`config.mk`:
```
export PLATFORM = sky130hd
export DESIGN_NAME = imm_decode_stage
export DESIGN_NICKNAME = d
export VERILOG_FILES = /design/src/rtl/imm_decode_stage_pkg.sv /design/src/rtl/imm_decode_stage_extract.sv /design/src/rtl/imm_decode_stage.sv
export SDC_FILE = /design/constraint.sdc
export NUM_CORES = 1
export LEC_CHECK = 0
export BUFFER_PORTS_ARGS = -buffer_cell sky130_fd_sc_hd__buf_2
export CAP_MARGIN = 10
export CORE_MARGIN = 2
export CORE_UTILIZATION = 49
export CTS_BUF_LIST = sky130_fd_sc_hd__clkbuf_16
export CTS_CLUSTER_DIAMETER = 100
export DETAILED_ROUTE_END_ITERATION = 12
export GPL_TIMING_DRIVEN = 0
export HOLD_SLACK_MARGIN = 0.12
export PLACE_DENSITY = 0.76
export SLEW_MARGIN = 20
export SYNTH_ARGS = -nofsm -noshare
export SYNTH_HDL_FRONTEND = slang
export SYNTH_SLANG_ARGS = --single-unit
```
`constraint.sdc`:
```
create_clock -name clk -period 1.6 [get_ports clk]
set_input_delay 0.48 -clock clk [delete_from_list [all_inputs] [get_ports clk]]
set_output_delay 0.48 -clock clk [all_outputs]
set_load 0.02 [all_outputs]
```
`src/rtl/imm_decode_stage_pkg.sv`:
```
// Shared immediate format codes and RV opcode constants for the front-end decoders.
package imm_decode_stage_pkg;

    typedef enum logic [2:0] {
        FMT_NONE = 3'd0,
        FMT_I    = 3'd1,
        FMT_S    = 3'd2,
        FMT_B    = 3'd3,
        FMT_U    = 3'd4,
        FMT_J    = 3'd5,
        FMT_X    = 3'd6
    } imm_fmt_e;

    localparam logic [6:0] OPC_LOAD     = 7'b0000011;
    localparam logic [6:0] OPC_OP_IMM   = 7'b0010011;
    localparam logic [6:0] OPC_JALR     = 7'b1100111;
    localparam logic [6:0] OPC_SYSTEM   = 7'b1110011;
    localparam logic [6:0] OPC_OP_IMM32 = 7'b0011011;
    localparam logic [6:0] OPC_STORE    = 7'b0100011;
    localparam logic [6:0] OPC_BRANCH   = 7'b1100011;
    localparam logic [6:0] OPC_LUI      = 7'b0110111;
    localparam logic [6:0] OPC_AUIPC    = 7'b0010111;
    localparam logic [6:0] OPC_JAL      = 7'b1101111;
    localparam logic [6:0] OPC_OP       = 7'b0110011;
    localparam logic [6:0] OPC_OP32     = 7'b0111011;

    // The *W opcodes only exist on RV64; on RV32 they fall through to illegal.
    function automatic imm_fmt_e opc_fmt(input logic [6:0] opc, input logic rv64);
        imm_fmt_e f;
        case (opc)
            OPC_LOAD, OPC_OP_IMM, OPC_JALR, OPC_SYSTEM: f = FMT_I;
            OPC_OP_IMM32: f = rv64 ? FMT_I : FMT_X;
            OPC_STORE:    f = FMT_S;
            OPC_BRANCH:   f = FMT_B;
            OPC_LUI, OPC_AUIPC: f = FMT_U;
            OPC_JAL:      f = FMT_J;
            OPC_OP:       f = FMT_NONE;
            OPC_OP32:     f = rv64 ? FMT_NONE : FMT_X;
            default:      f = FMT_X;
        endcase
        return f;
    endfunction

endpackage

```
`src/rtl/imm_decode_stage_extract.sv`:
```
// imm_extract: combinational instruction -> {format, illegal, sign-extended immediate}.
module imm_extract
    import imm_decode_stage_pkg::*;
#(
    parameter int XLEN = 32
) (
    input  logic [31:0]     inst,
    output logic [2:0]      imm_type,
    output logic            illegal,
    output logic            is_tgt,
    output logic [XLEN-1:0] imm
);

    imm_fmt_e           fmt;
    logic signed [31:0] imm32;

    always_comb begin
        fmt   = opc_fmt(inst[6:0], XLEN == 64);
        imm32 = '0;
        case (fmt)
            FMT_I: imm32 = {{20{inst[31]}}, inst[31:20]};
            FMT_S: imm32 = {{20{inst[31]}}, inst[31:25], inst[11:7]};
            FMT_B: imm32 = {{20{inst[31]}}, inst[7], inst[30:25], inst[11:8], 1'b0};
            FMT_U: imm32 = {inst[31:12], 12'h000};
            FMT_J: imm32 = {{12{inst[31]}}, inst[19:12], inst[20], inst[30:21], 1'b0};
            default: imm32 = '0;
        endcase
    end

    assign imm      = XLEN'(imm32);
    assign imm_type = fmt;
    assign illegal  = (fmt == FMT_X);
    assign is_tgt   = (fmt == FMT_B) || (fmt == FMT_J) || (inst[6:0] == OPC_AUIPC);

endmodule

```
`src/rtl/imm_decode_stage.sv`:
```
// Registered immediate-decode stage with a 2-entry skid buffer (output reg + skid reg).
// Define IMM_DECODE_TARGET_EN to compute the pc+imm branch/jump target.
module imm_decode_stage
    import imm_decode_stage_pkg::*;
#(
    parameter int XLEN  = 32,
    parameter int TAG_W = 4
) (
    input  logic             clk,
    input  logic             rst_n,
    input  logic             flush,
    input  logic             in_valid,
    output logic             in_ready,
    input  logic [31:0]      in_inst,
    input  logic [XLEN-1:0]  in_pc,
    input  logic [TAG_W-1:0] in_tag,
    output logic             out_valid,
    input  logic             out_ready,
    output logic [31:0]      out_inst,
    output logic [XLEN-1:0]  out_pc,
    output logic [TAG_W-1:0] out_tag,
    output logic [XLEN-1:0]  out_imm,
    output logic [2:0]       out_type,
    output logic             out_illegal,
    output logic [XLEN-1:0]  out_target,
    output logic             out_tgt_vld
);

    typedef struct packed {
        logic [31:0]      inst;
        logic [XLEN-1:0]  pc;
        logic [TAG_W-1:0] tag;
        logic [XLEN-1:0]  imm;
        logic [2:0]       imm_type;
        logic             illegal;
        logic [XLEN-1:0]  target;
        logic             tgt_vld;
    } entry_t;

    logic [2:0]      x_type;
    logic            x_illegal;
    logic            x_is_tgt;
    logic [XLEN-1:0] x_imm;

    imm_extract #(.XLEN(XLEN)) u_extract (
        .inst     (in_inst),
        .imm_type (x_type),
        .illegal  (x_illegal),
        .is_tgt   (x_is_tgt),
        .imm      (x_imm)
    );

    entry_t in_ent, out_ent, skid_ent;
    logic   out_vld, skid_vld, in_ready_r;
    logic   accept;

    always_comb begin
        in_ent          = '0;
        in_ent.inst     = in_inst;
        in_ent.pc       = in_pc;
        in_ent.tag      = in_tag;
        in_ent.imm      = x_imm;
        in_ent.imm_type = x_type;
        in_ent.illegal  = x_illegal;
`ifdef IMM_DECODE_TARGET_EN
        in_ent.target   = x_is_tgt ? in_pc + x_imm : '0;
        in_ent.tgt_vld  = x_is_tgt;
`endif
    end

`ifndef IMM_DECODE_TARGET_EN
    logic unused_is_tgt;
    assign unused_is_tgt = x_is_tgt;
`endif

    assign accept = in_valid && in_ready_r;

    // in_ready is registered: it only falls once the skid slot is actually occupied.
    always_ff @(posedge clk or negedge rst_n) begin
        if (!rst_n) begin
            out_ent    <= '0;
            skid_ent   <= '0;
            out_vld    <= 1'b0;
            skid_vld   <= 1'b0;
            in_ready_r <= 1'b1;
        end else if (flush) begin
            out_vld    <= 1'b0;
            skid_vld   <= 1'b0;
            in_ready_r <= 1'b1;
        end else if (!out_vld || out_ready) begin
            if (skid_vld) begin
                out_ent    <= skid_ent;
                out_vld    <= 1'b1;
                skid_vld   <= 1'b0;
                in_ready_r <= 1'b1;
            end else if (accept) begin
                out_ent <= in_ent;
                out_vld <= 1'b1;
            end else begin
                out_vld <= 1'b0;
            end
        end else if (accept) begin
            skid_ent   <= in_ent;
            skid_vld   <= 1'b1;
            in_ready_r <= 1'b0;
        end
    end

    assign in_ready    = in_ready_r;
    assign out_valid   = out_vld;
    assign out_inst    = out_ent.inst;
    assign out_pc      = out_ent.pc;
    assign out_tag     = out_ent.tag;
    assign out_imm     = out_ent.imm;
    assign out_type    = out_ent.imm_type;
    assign out_illegal = out_ent.illegal;
    assign out_target  = out_ent.target;
    assign out_tgt_vld = out_ent.tgt_vld;

endmodule

```
==> impl_results.md <==
- Post-synthesis simple-gate area fraction: 0.189
- Starting Density: 0.503
- Nets: 1333
- Max Root-Sink Buffers: 3
- Most used cell, CP: buf_12
- Vias: 7902
- Fin. max-slew vios: 0
- Mapped Cells: 1014
- CP required: 1.98 ns
- PD cells: 1230 nW/um^2
- Number of antenna violations at the first check in global routing: 0
- Site row count: 50
- Fin area: 12100 sq um
- Vias in the first global route: 7501
- Routed Antenna Nets: 0
- Min Clock Period, post-route: 1.77 ns
- DRT iter0 DRCs: 494
- Port bufs: 176
- Post-synthesis xor/xnor area fraction: 0
- CTS tree: yes
- Largest area contributor in the synthesized netlist: dfrtp_1
- Compound-cell area share of the yosys netlist: 0.121
- Die width: 143 um
- Setup Skew: 0.00687 ns
- Nature of the critical path endpoint: flop
- Largest cells by area after synthesis: dfrtp_1 (55%), nand2_1 (14%), mux2i_1 (7.3%), o21ai_0 (5.2%), buf_4 (2.9%)
- GRT overflow: 0
- F_max: 0.566 GHz
- Most common cell after layout, fill and taps aside: nand2_1
- Clock-pin transition on the worst setup and hold timing paths: 0.06 ns
- DRT Pass-1 Iters: 5
- Fin cells: 1536
- Max FO, Critical Path: 10
- Post-synthesis mux area share: 0.0727
- Status: finished, violations left
- Total Routing Usage GR: 0.243
- EDFF count, synth: 0
- Unique cell type count in the Yosys netlist: 45
- Rel. slew slack: 0.460
- ANT cells: 0
- Post-placement cell count: 1484
- Post-DR wirelength/cell: 16.4 um
- Vias/cell: 5.14
- Worst setup margin: -0.165 ns
- Worst min path class: in -> reg
- Skew-Pair Late Insertion Delay: 0.51 ns
- RSZ-0062 raised after global routing: yes
- Count of final hold-check violations: 0
- Die Ht: 143 um
- CTS H-tree depth: 1
- Final setup vio count: 107
- Core ar.: 18900 sq um
- Final period utilization: 1.10
- Yosys top cell area share: 0.553
- Pin count of the biggest net entering global routing: 97
- Hold Path Cell Cnt: 3
- Setup TNS: -13.66 ns
- Fillers: 1618
- Violated checks: setup timing
- Mapped cell area: 9500 sq um
- Pleak: 5.91 nW
- Maxcap violations: 0
- Worst vdd ir: 0.000700 V
- CTS Sinks: 211
- Power, Total: 14.9 mW
- Area Overhead vs Synth: 27.3%
- Largest family of logic cells by synthesized area: simple AND/OR/NAND/NOR gates
- Ratio of cells with drive above 1 in the final layout: 0.281
- Setup CP Type: reg -> reg
- Mean Syn Cell Area: 9.37 sq um
- IO Count: 212
- CP max stage delay: 0.58 ns
- Crit path arrival time: 2.14 ns
- CP Launch Type: flop
- Seq/Total Area, Yosys: 0.556
- DRC viols: 0
- CP cell instances: a21oi_4 -> or3_4 -> buf_12 -> buf_12 -> buf_6 -> nand2_1 -> o21ai_0
- Drt total wl: 25300 um
- Reg-to-Reg End: out_tag[0]
- R2r worst-path depth: 7
- Synthesis Warnings: 0
- Hold_ws: 0.179 ns
- Die area: 20500 sq um
- Top FF cell, synth: dfrtp_1
- Worst slew pin tran: 0.810 ns
- Hold Crit Start: in_pc[4]
- Async S/R FF share, synth: 1.00
- Hold Path End: skid_ent[77]
- Placed cell areas: 11000 sq um
- Seq cells post-synth: 211
- CTS Buf Count: 23
- Most frequent cells in the layout: nand2_1 (341), dfrtp_1 (210), buf_2 (181)
- Reg-to-reg startpoint: in_ready
- R2r setup slk: -0.17 ns
- CTS Root Cell: clkbuf_16
- Critical path's slowest cell: dfstp_2
- GP Congestion: 0.883
- First-pass GRT wire length: 39400 um
- Post-synthesis adder-cell area fraction: 0
- DP Wirelength: 17700 um
report_power, final:
part / switching (mW) / leakage (nW) / internal, mW
Sequential: 0.508 / 2.69 / 6.30
Clock: 2.13 / 0.361 / 3.08
Combinational: 1.82 / 2.87 / 1.04
registers in the layout (all words and copies together), names as in the netlist:
register	count
skid_ent	104
out_pc	32
out_imm	32
out_type	3
skid_vld	1
out_inst	32
in_ready	1
out_tag	4
out_illegal	1
out_valid	1
worst max-delay path by stage:
stage,start,endpoint
final,in_ready,out_tag[0]
after global routing,in_ready,out_inst[13]
after CTS,in_ready,out_imm[0]
after detailed placement,out_ready,skid_ent[87]
after global placement,rst_n,out_pc[24]
after floorplan,in_ready,out_imm[11]
kinds of logic (layout without fill, tap and decap cells):
family | after synthesis | after routing
AND/OR/NAND/NOR | 437 | 437
buffers and inverters | 103 | 333
multiplexers | 69 | 69
flip-flops | 211 | 211
other | 1 | 33
AO/OA/AOI/OAI | 193 | 193
metal layers:
metal | share of wire | global-route usage | vias up
li1 | - | - | 3812
met1 | 0.45 | 0.352 | 3780
met2 | 0.46 | 0.380 | 272
met3 | 0.074 | 0.0443 | 38
met4 | 0.022 | 0.0609 | 0
met5 | 0 | 0 | -
synth_stat cells (3+ instances only):
cell type,number
buf_2,22
clkbuf_1,38
o21ai_1,7
dfrtp_1,210
a21oi_4,3
nand2_1,342
nand2b_1,4
a211oi_2,3
nor2_1,29
nand4b_1,3
a21oi_1,43
o211ai_1,13
nor2b_1,4
a211oi_1,11
mux2i_1,69
and3_1,5
nand3_1,28
nor3_1,12
o21ai_0,99
buf_4,37
buf_6,3
layout make-up:
class,instances,area (sq um),area share
clock buffer,23,576,0.0476
buffer,101,758,0.0627
clock inverter,18,158,0.0130
timing repair buffer,190,1060,0.0875
tap,260,325,0.0269
sequential,211,5280,0.437
inverter,1,3.75,0.000310
multi-input combinational,732,3930,0.325
timing repair:
action                                 4_1_cts  5_1_grt
pin swaps                                    1        3
resized for setup                           36       73
endpoints found under the hold margin       34        0
buffers inserted                             3        8
hold buffers                                 1        0
cloned                                       0        0
setup endpoints to repair                  207      206
worst max-delay path, delay by kind of cell (launching register included):
kind	cells	cell delay, ns
flip-flops	1	0.58
AO/OA/AOI/OAI	2	0.17
buffers and inverters	3	0.46
AND/OR/NAND/NOR	2	0.41
per-stage QoR:
stage               setup slack, ns   util
global route                 -0.248  0.640
floorplan                    -0.114      -
CTS                          -0.191  0.629
finish                       -0.165  0.640
detailed placement           -0.670  0.584
global placement              -3.58  0.581
(Power assumes the default switching activity.)
